`config.mk`:
```
export PLATFORM = sky130hd
export DESIGN_NAME = mvm_uart_system
export DESIGN_NICKNAME = d
export VERILOG_FILES = /design/src/rtl/mvm_uart_system.sv
export SDC_FILE = /design/constraint.sdc
export NUM_CORES = 2
export LEC_CHECK = 0
export CAP_MARGIN = 10
export CORE_UTILIZATION = 50
export CTS_BUF_LIST = sky130_fd_sc_hd__clkbuf_4 sky130_fd_sc_hd__clkbuf_8
export DETAILED_ROUTE_END_ITERATION = 6
export PLACE_DENSITY_LB_ADDON = 0.08
export SLEW_MARGIN = 20
export SYNTH_ARGS = -nofsm -noshare
export SYNTH_HDL_FRONTEND = slang
export SYNTH_SLANG_ARGS = --single-unit
```
`constraint.sdc`:
```
create_clock -name clk -period 9 [get_ports clk]
set_clock_uncertainty 0.2 [all_clocks]
set_input_delay 1.8 -clock clk [delete_from_list [all_inputs] [get_ports clk]]
set_output_delay 1.8 -clock clk [all_outputs]
set_load 0.005 [all_outputs]
```
`src/rtl/mvm_uart_system.sv`:
```
// UART-attached signed matrix-vector multiplier: receives x and K as a byte
// stream, computes y = K*x with one MAC per row and returns y over TX.
module mvm_uart_system #(
  parameter int CLOCKS_PER_PULSE = 20833,
  parameter int BITS_PER_WORD    = 8,
  parameter int PACKET_SIZE_TX   = BITS_PER_WORD + 5,
  parameter int R                = 4,
  parameter int C                = 4,
  parameter int W_X              = 8,
  parameter int W_K              = 8,
  parameter int W_Y_OUT          = 32
) (
  input  logic clk,
  input  logic rstn,
  input  logic rx,
  output logic tx
);

  localparam int W_Y        = W_X + W_K + $clog2(C);
  localparam int W_P        = W_X + W_K;
  localparam int W_BUS_KX   = R*C*W_K + C*W_X;
  localparam int N_WORDS_KX = W_BUS_KX / BITS_PER_WORD;
  localparam int W_BUS_Y    = R*W_Y_OUT;
  localparam int N_WORDS_Y  = W_BUS_Y / BITS_PER_WORD;

  localparam int W_CNT   = $clog2(CLOCKS_PER_PULSE);
  localparam int W_RXBIT = (BITS_PER_WORD > 1) ? $clog2(BITS_PER_WORD) : 1;
  localparam int W_BYTE  = (N_WORDS_KX > 1) ? $clog2(N_WORDS_KX) : 1;
  localparam int W_COL   = (C > 1) ? $clog2(C) : 1;
  localparam int W_TXBIT = $clog2(PACKET_SIZE_TX);
  localparam int W_WORD  = (N_WORDS_Y > 1) ? $clog2(N_WORDS_Y) : 1;

  localparam logic [W_CNT-1:0]   CNT_FULL    = W_CNT'(CLOCKS_PER_PULSE - 1);
  localparam logic [W_CNT-1:0]   CNT_HALF    = W_CNT'(CLOCKS_PER_PULSE/2 - 1);
  localparam logic [W_RXBIT-1:0] LAST_RXBIT  = W_RXBIT'(BITS_PER_WORD - 1);
  localparam logic [W_BYTE-1:0]  LAST_BYTE   = W_BYTE'(N_WORDS_KX - 1);
  localparam logic [W_COL-1:0]   LAST_COL    = W_COL'(C - 1);
  localparam logic [W_TXBIT-1:0] LAST_TXBIT  = W_TXBIT'(PACKET_SIZE_TX - 1);
  localparam logic [W_WORD-1:0]  LAST_WORD   = W_WORD'(N_WORDS_Y - 1);

  typedef enum logic [1:0] {RX_IDLE, RX_START, RX_DATA, RX_STOP} rx_state_t;
  typedef enum logic [1:0] {ENG_IDLE, ENG_MAC, ENG_LOAD, ENG_TX} eng_state_t;

  rx_state_t                rx_state;
  logic                     rx_meta;
  logic                     rx_sync;
  logic [W_CNT-1:0]         rx_cnt;
  logic [W_RXBIT-1:0]       rx_bit;
  logic [BITS_PER_WORD-1:0] rx_shift;
  logic [W_BYTE-1:0]        byte_cnt;
  logic [W_BUS_KX-1:0]      kx_shift;
  logic                     bus_done;

  eng_state_t               eng_state;
  logic [W_BUS_KX-1:0]      hold_bus;
  logic                     hold_valid;
  logic [W_BUS_KX-1:0]      work_bus;
  logic [W_COL-1:0]         col;
  logic signed [W_Y-1:0]    acc [R];
  logic [W_BUS_Y-1:0]       y_bus;
  logic [W_CNT-1:0]         tx_cnt;
  logic [W_TXBIT-1:0]       tx_bit;
  logic [W_WORD-1:0]        tx_word;

  logic signed [W_X-1:0]    x_arr [C];
  logic signed [W_K-1:0]    k_arr [R][C];
  logic signed [W_P-1:0]    x_ext;
  logic signed [W_P-1:0]    prod [R];
  logic [PACKET_SIZE_TX-1:0] frame;

  // Bytes enter at the top of kx_shift, so after the last byte byte 0 sits at the LSB.
  always_ff @(posedge clk) begin
    if (rstn) begin
      rx_meta  <= 1'b1;
      rx_sync  <= 1'b1;
      rx_state <= RX_IDLE;
      rx_cnt   <= '0;
      rx_bit   <= '0;
      rx_shift <= '0;
      byte_cnt <= '0;
      kx_shift <= '0;
      bus_done <= 1'b0;
    end else begin
      rx_meta  <= rx;
      rx_sync  <= rx_meta;
      bus_done <= 1'b0;
      case (rx_state)
        RX_IDLE: begin
          rx_cnt <= '0;
          if (!rx_sync) rx_state <= RX_START;
        end
        RX_START: begin
          if (rx_cnt == CNT_HALF) begin
            rx_cnt   <= '0;
            rx_bit   <= '0;
            rx_state <= rx_sync ? RX_IDLE : RX_DATA;
          end else begin
            rx_cnt <= rx_cnt + 1'b1;
          end
        end
        RX_DATA: begin
          if (rx_cnt == CNT_FULL) begin
            rx_cnt   <= '0;
            rx_shift <= {rx_sync, rx_shift[BITS_PER_WORD-1:1]};
            if (rx_bit == LAST_RXBIT) rx_state <= RX_STOP;
            else                      rx_bit   <= rx_bit + 1'b1;
          end else begin
            rx_cnt <= rx_cnt + 1'b1;
          end
        end
        RX_STOP: begin
          if (rx_cnt == CNT_FULL) begin
            rx_cnt   <= '0;
            rx_state <= RX_IDLE;
            if (rx_sync) begin
              kx_shift <= {rx_shift, kx_shift[W_BUS_KX-1:BITS_PER_WORD]};
              if (byte_cnt == LAST_BYTE) begin
                byte_cnt <= '0;
                bus_done <= 1'b1;
              end else begin
                byte_cnt <= byte_cnt + 1'b1;
              end
            end
          end else begin
            rx_cnt <= rx_cnt + 1'b1;
          end
        end
        default: rx_state <= RX_IDLE;
      endcase
    end
  end

  for (genvar c = 0; c < C; c++) begin : g_x
    assign x_arr[c] = work_bus[c*W_X +: W_X];
  end

  for (genvar r = 0; r < R; r++) begin : g_row
    logic signed [W_P-1:0] k_ext;
    for (genvar c = 0; c < C; c++) begin : g_col
      assign k_arr[r][c] = work_bus[C*W_X + (r*C + c)*W_K +: W_K];
    end
    assign k_ext   = W_P'(k_arr[r][col]);
    assign prod[r] = k_ext * x_ext;
  end

  assign x_ext = W_P'(x_arr[col]);
  assign frame = {{(PACKET_SIZE_TX-BITS_PER_WORD-1){1'b1}}, y_bus[BITS_PER_WORD-1:0], 1'b0};

  // A newly completed bus always lands in the holding register, even while one is being taken.
  always_ff @(posedge clk) begin
    if (rstn) begin
      eng_state  <= ENG_IDLE;
      hold_bus   <= '0;
      hold_valid <= 1'b0;
      work_bus   <= '0;
      col        <= '0;
      for (int r = 0; r < R; r++) acc[r] <= '0;
      y_bus      <= '0;
      tx_cnt     <= '0;
      tx_bit     <= '0;
      tx_word    <= '0;
      tx         <= 1'b1;
    end else begin
      tx <= 1'b1;
      case (eng_state)
        ENG_IDLE: begin
          if (hold_valid) begin
            work_bus   <= hold_bus;
            hold_valid <= 1'b0;
            col        <= '0;
            for (int r = 0; r < R; r++) acc[r] <= '0;
            eng_state  <= ENG_MAC;
          end
        end
        ENG_MAC: begin
          for (int r = 0; r < R; r++) acc[r] <= acc[r] + W_Y'(prod[r]);
          if (col == LAST_COL) eng_state <= ENG_LOAD;
          else                 col       <= col + 1'b1;
        end
        ENG_LOAD: begin
          for (int r = 0; r < R; r++) y_bus[r*W_Y_OUT +: W_Y_OUT] <= W_Y_OUT'(acc[r]);
          tx_cnt    <= '0;
          tx_bit    <= '0;
          tx_word   <= '0;
          eng_state <= ENG_TX;
        end
        ENG_TX: begin
          tx <= frame[tx_bit];
          if (tx_cnt == CNT_FULL) begin
            tx_cnt <= '0;
            if (tx_bit == LAST_TXBIT) begin
              tx_bit <= '0;
              y_bus  <= y_bus >> BITS_PER_WORD;
              if (tx_word == LAST_WORD) eng_state <= ENG_IDLE;
              else                      tx_word   <= tx_word + 1'b1;
            end else begin
              tx_bit <= tx_bit + 1'b1;
            end
          end else begin
            tx_cnt <= tx_cnt + 1'b1;
          end
        end
        default: eng_state <= ENG_IDLE;
      endcase
      if (bus_done) begin
        hold_bus   <= kx_shift;
        hold_valid <= 1'b1;
      end
    end
  end

endmodule

```
== Yosys cells after proc, flatten, opt, wreduce, memory -nomap -nowiden ==
Memory sizes are Yosys's and may differ from the RTL's.
Index checks and enable logic that the tools add are counted.
Cells by class
  $add $sub $neg: 11
  $mul: 4
  divide/modulo/power cells: 0
  order comparisons: 2
  equal/unequal tests: 27
  shift-type cells: 0
  multiplexer cells: 73
  bitwise logic cells: 13
  reduce and logical (&&, ||, !) cells: 19
Operator list (count)
  128-bit two-way mux: 2
  128-bit one-hot mux with 2 select lines: 1
  18-bit two-way mux: 8
  8-bit binary-select mux with 2-bit select: 5
  8-bit two-way mux: 10
  18-bit by 16-bit adder with 18-bit output: 4
  8-bit by 8-bit multiplier with 16-bit output: 4
  15-bit two-way mux: 3
  15-bit one-hot mux with 3 select lines: 1
  15-bit by 1-bit adder with 15-bit output, second input constant: 2
  15-bit == test, second input constant: 2
  15-bit one-hot mux with 2 select lines: 1
  2-bit two-way mux: 13
  2-bit inequality test, second input constant: 13
  4-bit two-way mux: 5
  2-bit one-hot mux with 4 select lines: 2
  4-bit one-hot mux with 2 select lines: 2
  15-bit by 14-bit == test with 1-bit output, second input constant: 1
  1-bit two-way mux: 13
  2-bit == test, second input constant: 5
  5-bit AND reduction: 2
  3-bit two-way mux: 3
  3-bit AND reduction: 3
  4-bit by 1-bit adder with 4-bit output, second input constant: 2
  22 further kinds: 42
Storage, ports and cells
  flip-flop bits (word level): 673
  bits in latches: 0
  memory bits (writable): 72
  ROM bits: 0
  input port bits: 3
  output and inout bits: 1
  word-level logic and storage cells: 169
  memories kept: 1
Memories
  acc: words 4, bits a word 18, rd ports 4, clocked after Yosys merged registers in 0, wr ports 4, line 59  | logic signed [W_Y-1:0] acc [R];

== Depth between registers and ports, before layout ==
  depth after elaboration: 7
  gate-level depth with buffers: 26

== Least setup slack after synthesis ==
OpenSTA, ideal clock, no wires.
  path kind: register to register
  from: reg col[0]
  to: mem acc[2][14] (netlist bit)
  arrival: 5.849 ns
  required time: 8.683 ns
  slack: 2.834 ns
  cell stages (with the launch flop): 20
  buffers on the path: 4
  cell sequence: dfxtp_1 -> clkbuf_1 -> buf_2 -> buf_2 -> buf_2 -> mux2_2 -> o21ai_0 -> nor2_1 -> fa_1 -> fa_1 -> fa_1 -> fa_1 -> fa_1 -> ha_1 -> o21a_1 -> o31a_1 -> o221ai_1 -> a21boi_0 -> or3_1 -> a32o_1
RTL lines
  from (decl): line 58  | logic [W_COL-1:0] col;
  from (signal assigned): line 178  | else col <= col + 1'b1;
  to (decl): line 59

==> results by group <==
Drt
  • DRT Pass-1 Iters: 5
  • Initial DRC Count: 1735
  • Via count: 29620
  • Wire per inst: 16.97 um
  • Vias/cell: 5.280
  • Detailed Route WL: 95.18 mm
  • DRC Markers: 0
  • DRT antenna net count: 0

Hold path
  • Hold path depth: 1
  • Worst hold path class: flop to flop

Clock tree
  • Clk buf depth: 3
  • Cts bufs inserted: 132
  • Reg clk slew, reported paths: 0.06 ns
  • Htree depth: 4
  • Hold buffer count at cts: 0
  • Worst-Skew Late Latency: 0.80 ns
  • Post-CTS resize count: 0
  • Setup bufs post-CTS: 0
  • Clock sink count: 732
  • CTS tree: yes
  • CTS root buffer: clkbuf_8

Yosys
  • Avg Cell Area, Syn: 9.080 um^2
  • Asr flop ratio synth: 0
  • Synth top area cells: dfxtp_1 (33%), fa_1 (16%), nand2_1 (7.5%)
  • Syn Inst Count: 4521
  • Syn Nets: 5028
  • Synthesized flop and latch total: 732
  • Area leader, netlist: dfxtp_1
  • Ys Warns: 0
  • EDFF count, synth: 54
  • Post-Syn Area: 41050 um^2
  • Synth cell types: 72
  • Top-area cell type share of the netlist area: 0.3306
  • Register area share after synthesis: 0.3701
  • Primary FF master, synth: dfxtp_1

Die
  • Initial core utilization: 0.5072
  • Area of the core: 80940 um^2
  • I/O Pins: 4
  • Die Area: 83250 um^2
  • Die Span X: 288.5 um
  • # rows: 104
  • Die H: 288.5 um

STA
  • Slew @ Worst Pin: 1.093 ns
  • Final Hold Slack: 0.2188 ns
  • Minimum clock period: 6.873 ns
  • Max-slew headroom: 0.2716
  • Achievable frequency: 145.5 MHz
  • Tcrit/Tclk final: 0.7637
  • Slew Limit Fails: 0
  • Final setup vio count: 0
  • Hold Vio Cnt, Final: 0
  • Setup TNS: 0 ns
  • RSZ-0062 raised after global routing: no

Power and ir drop
  • Leakage: 17.46 nW
  • Peak supply drop: 0.1410 mV
  • Overall power: 7.323 mW
  • Cell Pwr Density: 164.3 nW/um^2

Layout
  • Layout cell share with drive strength beyond 1: 0.07762
  • Core Util, Final: 0.5508
  • Area of the multi-input gates: 23400 um^2
  • Reg area: 15210 um^2
  • P&R area growth vs syn: 8.586%
  • Layout Nets: 4952
  • Filler cells: 7610
  • Post-route cell area: 44580 um^2

Worst setup path
  • CP max stage cell: dfxtp_4
  • Critical path type: flop to flop
  • Crit-path most repeated cell: fa_1
  • Required @ worst endpoint: 9.31 ns
  • CP top delay family: adder cells
  • Worst EP arrival: 7.18 ns
  • WP buf/inv: 3
  • Max FO, Critical Path: 33
  • Cell Chain, Critical Path: mux4_2 -> buf_4 -> and2_1 -> inv_1 -> fa_1 -> inv_1 -> fa_1 -> fa_1 -> fa_1 -> fa_1 -> ha_1 -> o21ai_0 -> a21oi_1 -> o211a_1 -> o41ai_1 -> mux2i_1
  • Worst Setup End Kind: flop
  • Crit path launch type: flop
  • Worst path max stage delay: 0.76 ns
  • Internal reg-to-reg setup slack: 2.13 ns
  • Worst path depth: 16
  • R2r worst-path depth: 16

Outcome
  • Status: complete, no violations

Placement
  • Dpl hpwl: 64.43 mm
  • Final Wtd Congestion: 0.8407
  • Area post-placement: 41720 um^2
  • Port buffer count: 3

Global route
  • Gr usage total: 0.2385
  • Maximum number of pins on one net before global-route repair: 130
  • Total grt overflow: 0
  • Vias in the first global route: 29450
  • First-pass GRT wire length: 158.4 mm
  • Initial antenna violation count: 2

Run
  • Max-Cap Viols: 0
## cells by family (layout without fill, tap and decap cells)
group | after synthesis | after routing | share of synthesized area
other cells | 0 | 2 | 0
mux | 318 | 318 | 0.08348
compound gates | 677 | 677 | 0.09732
xor+xnor | 69 | 69 | 0.01506
flops | 732 | 732 | 0.3701
fa+ha+maj | 504 | 504 | 0.2121
buf+inv | 634 | 661 | 0.06117
simple gates | 1587 | 1587 | 0.1607
## power by group
part           switching, mW  internal [mW]
Sequential            0.0800           3.37
Combinational          0.341          0.193
Clock                   1.43           1.91
Total                   1.86           5.47
## final timing paths
path	endpoint	startpoint
worst max-delay path	acc[0][16]	col[0]
worst min-delay path	rx_sync	rx_meta
worst max register to register	acc[0][16]	col[0]
worst min register to register	rx_sync	rx_meta
## layout by cell type (no fill, tap or decap), types with 80 or more instances in the layout
cell type,Yosys,layout
a211oi_1,124,124
a21oi_1,376,376
clkbuf_8,0,159
dfxtp_1,678,675
fa_1,320,320
ha_1,184,183
inv_1,373,373
mux2i_1,276,276
nand2_1,815,814
nor2_1,496,495
nor3_1,80,80
## per-layer routing
metal	up-vias	share of wire	GRT usage
met3	143	0.035	0.03246
met5	-	0	0
met1	14380	0.48	0.3272
met4	0	0.022	0.07196
met2	424	0.46	0.3910
li1	14680	-	-
## stage by stage
stage,worst slack (ns),cells
global placement,2.195,5371
detailed placement,2.139,5371
floorplan,2.834,4521
CTS,2.067,5608
finish,2.127,5610
global route,1.722,5610
## synth_stat cells (all sizes together) (4+ instances only)
cell type  number
a211oi        124
a21o            8
a21oi         376
a311oi          8
a31oi           6
and2           63
and3            9
buf            71
clkbuf        189
dfxtp         678
edfxtp         54
fa            320
ha            184
inv           373
mux2           25
mux2i         276
mux4           17
nand2         815
nand2b         20
nand3          23
nand3b          8
nand4          11
nand4b          4
nor2          496
nor2b          15
nor3           80
nor3b           8
o21a           32
o21ai          78
o21bai          5
or2            11
or3             9
xnor2          47
xor2           21
## registers in the layout, indices dropped and copies added (netlist names), 2 cells and up, named ones only
| register | cells |
|---|---|
| hold_bus | 160 |
| kx_shift | 160 |
| work_bus | 160 |
| y_bus | 115 |
| acc | 72 |
| rx_cnt | 15 |
| tx_cnt | 15 |
| rx_shift | 8 |
| byte_cnt | 5 |
| tx_bit | 4 |
| tx_word | 4 |
| rx_bit | 3 |
| col | 2 |
| eng_state | 2 |
## layout make-up
cell class / instances / area share
Tap cell: 1060 / 0.02975
Timing Repair Buffer: 50 / 0.008701
Clock inverter: 28 / 0.006343
Multi-Input combinational cell: 3155 / 0.5250
Sequential cell: 732 / 0.3411
Antenna cell: 2 / 0.0001123
Clock buffer: 209 / 0.05751
Inverter: 374 / 0.03149
No activity file was read; power rests on OpenSTA's default activity.
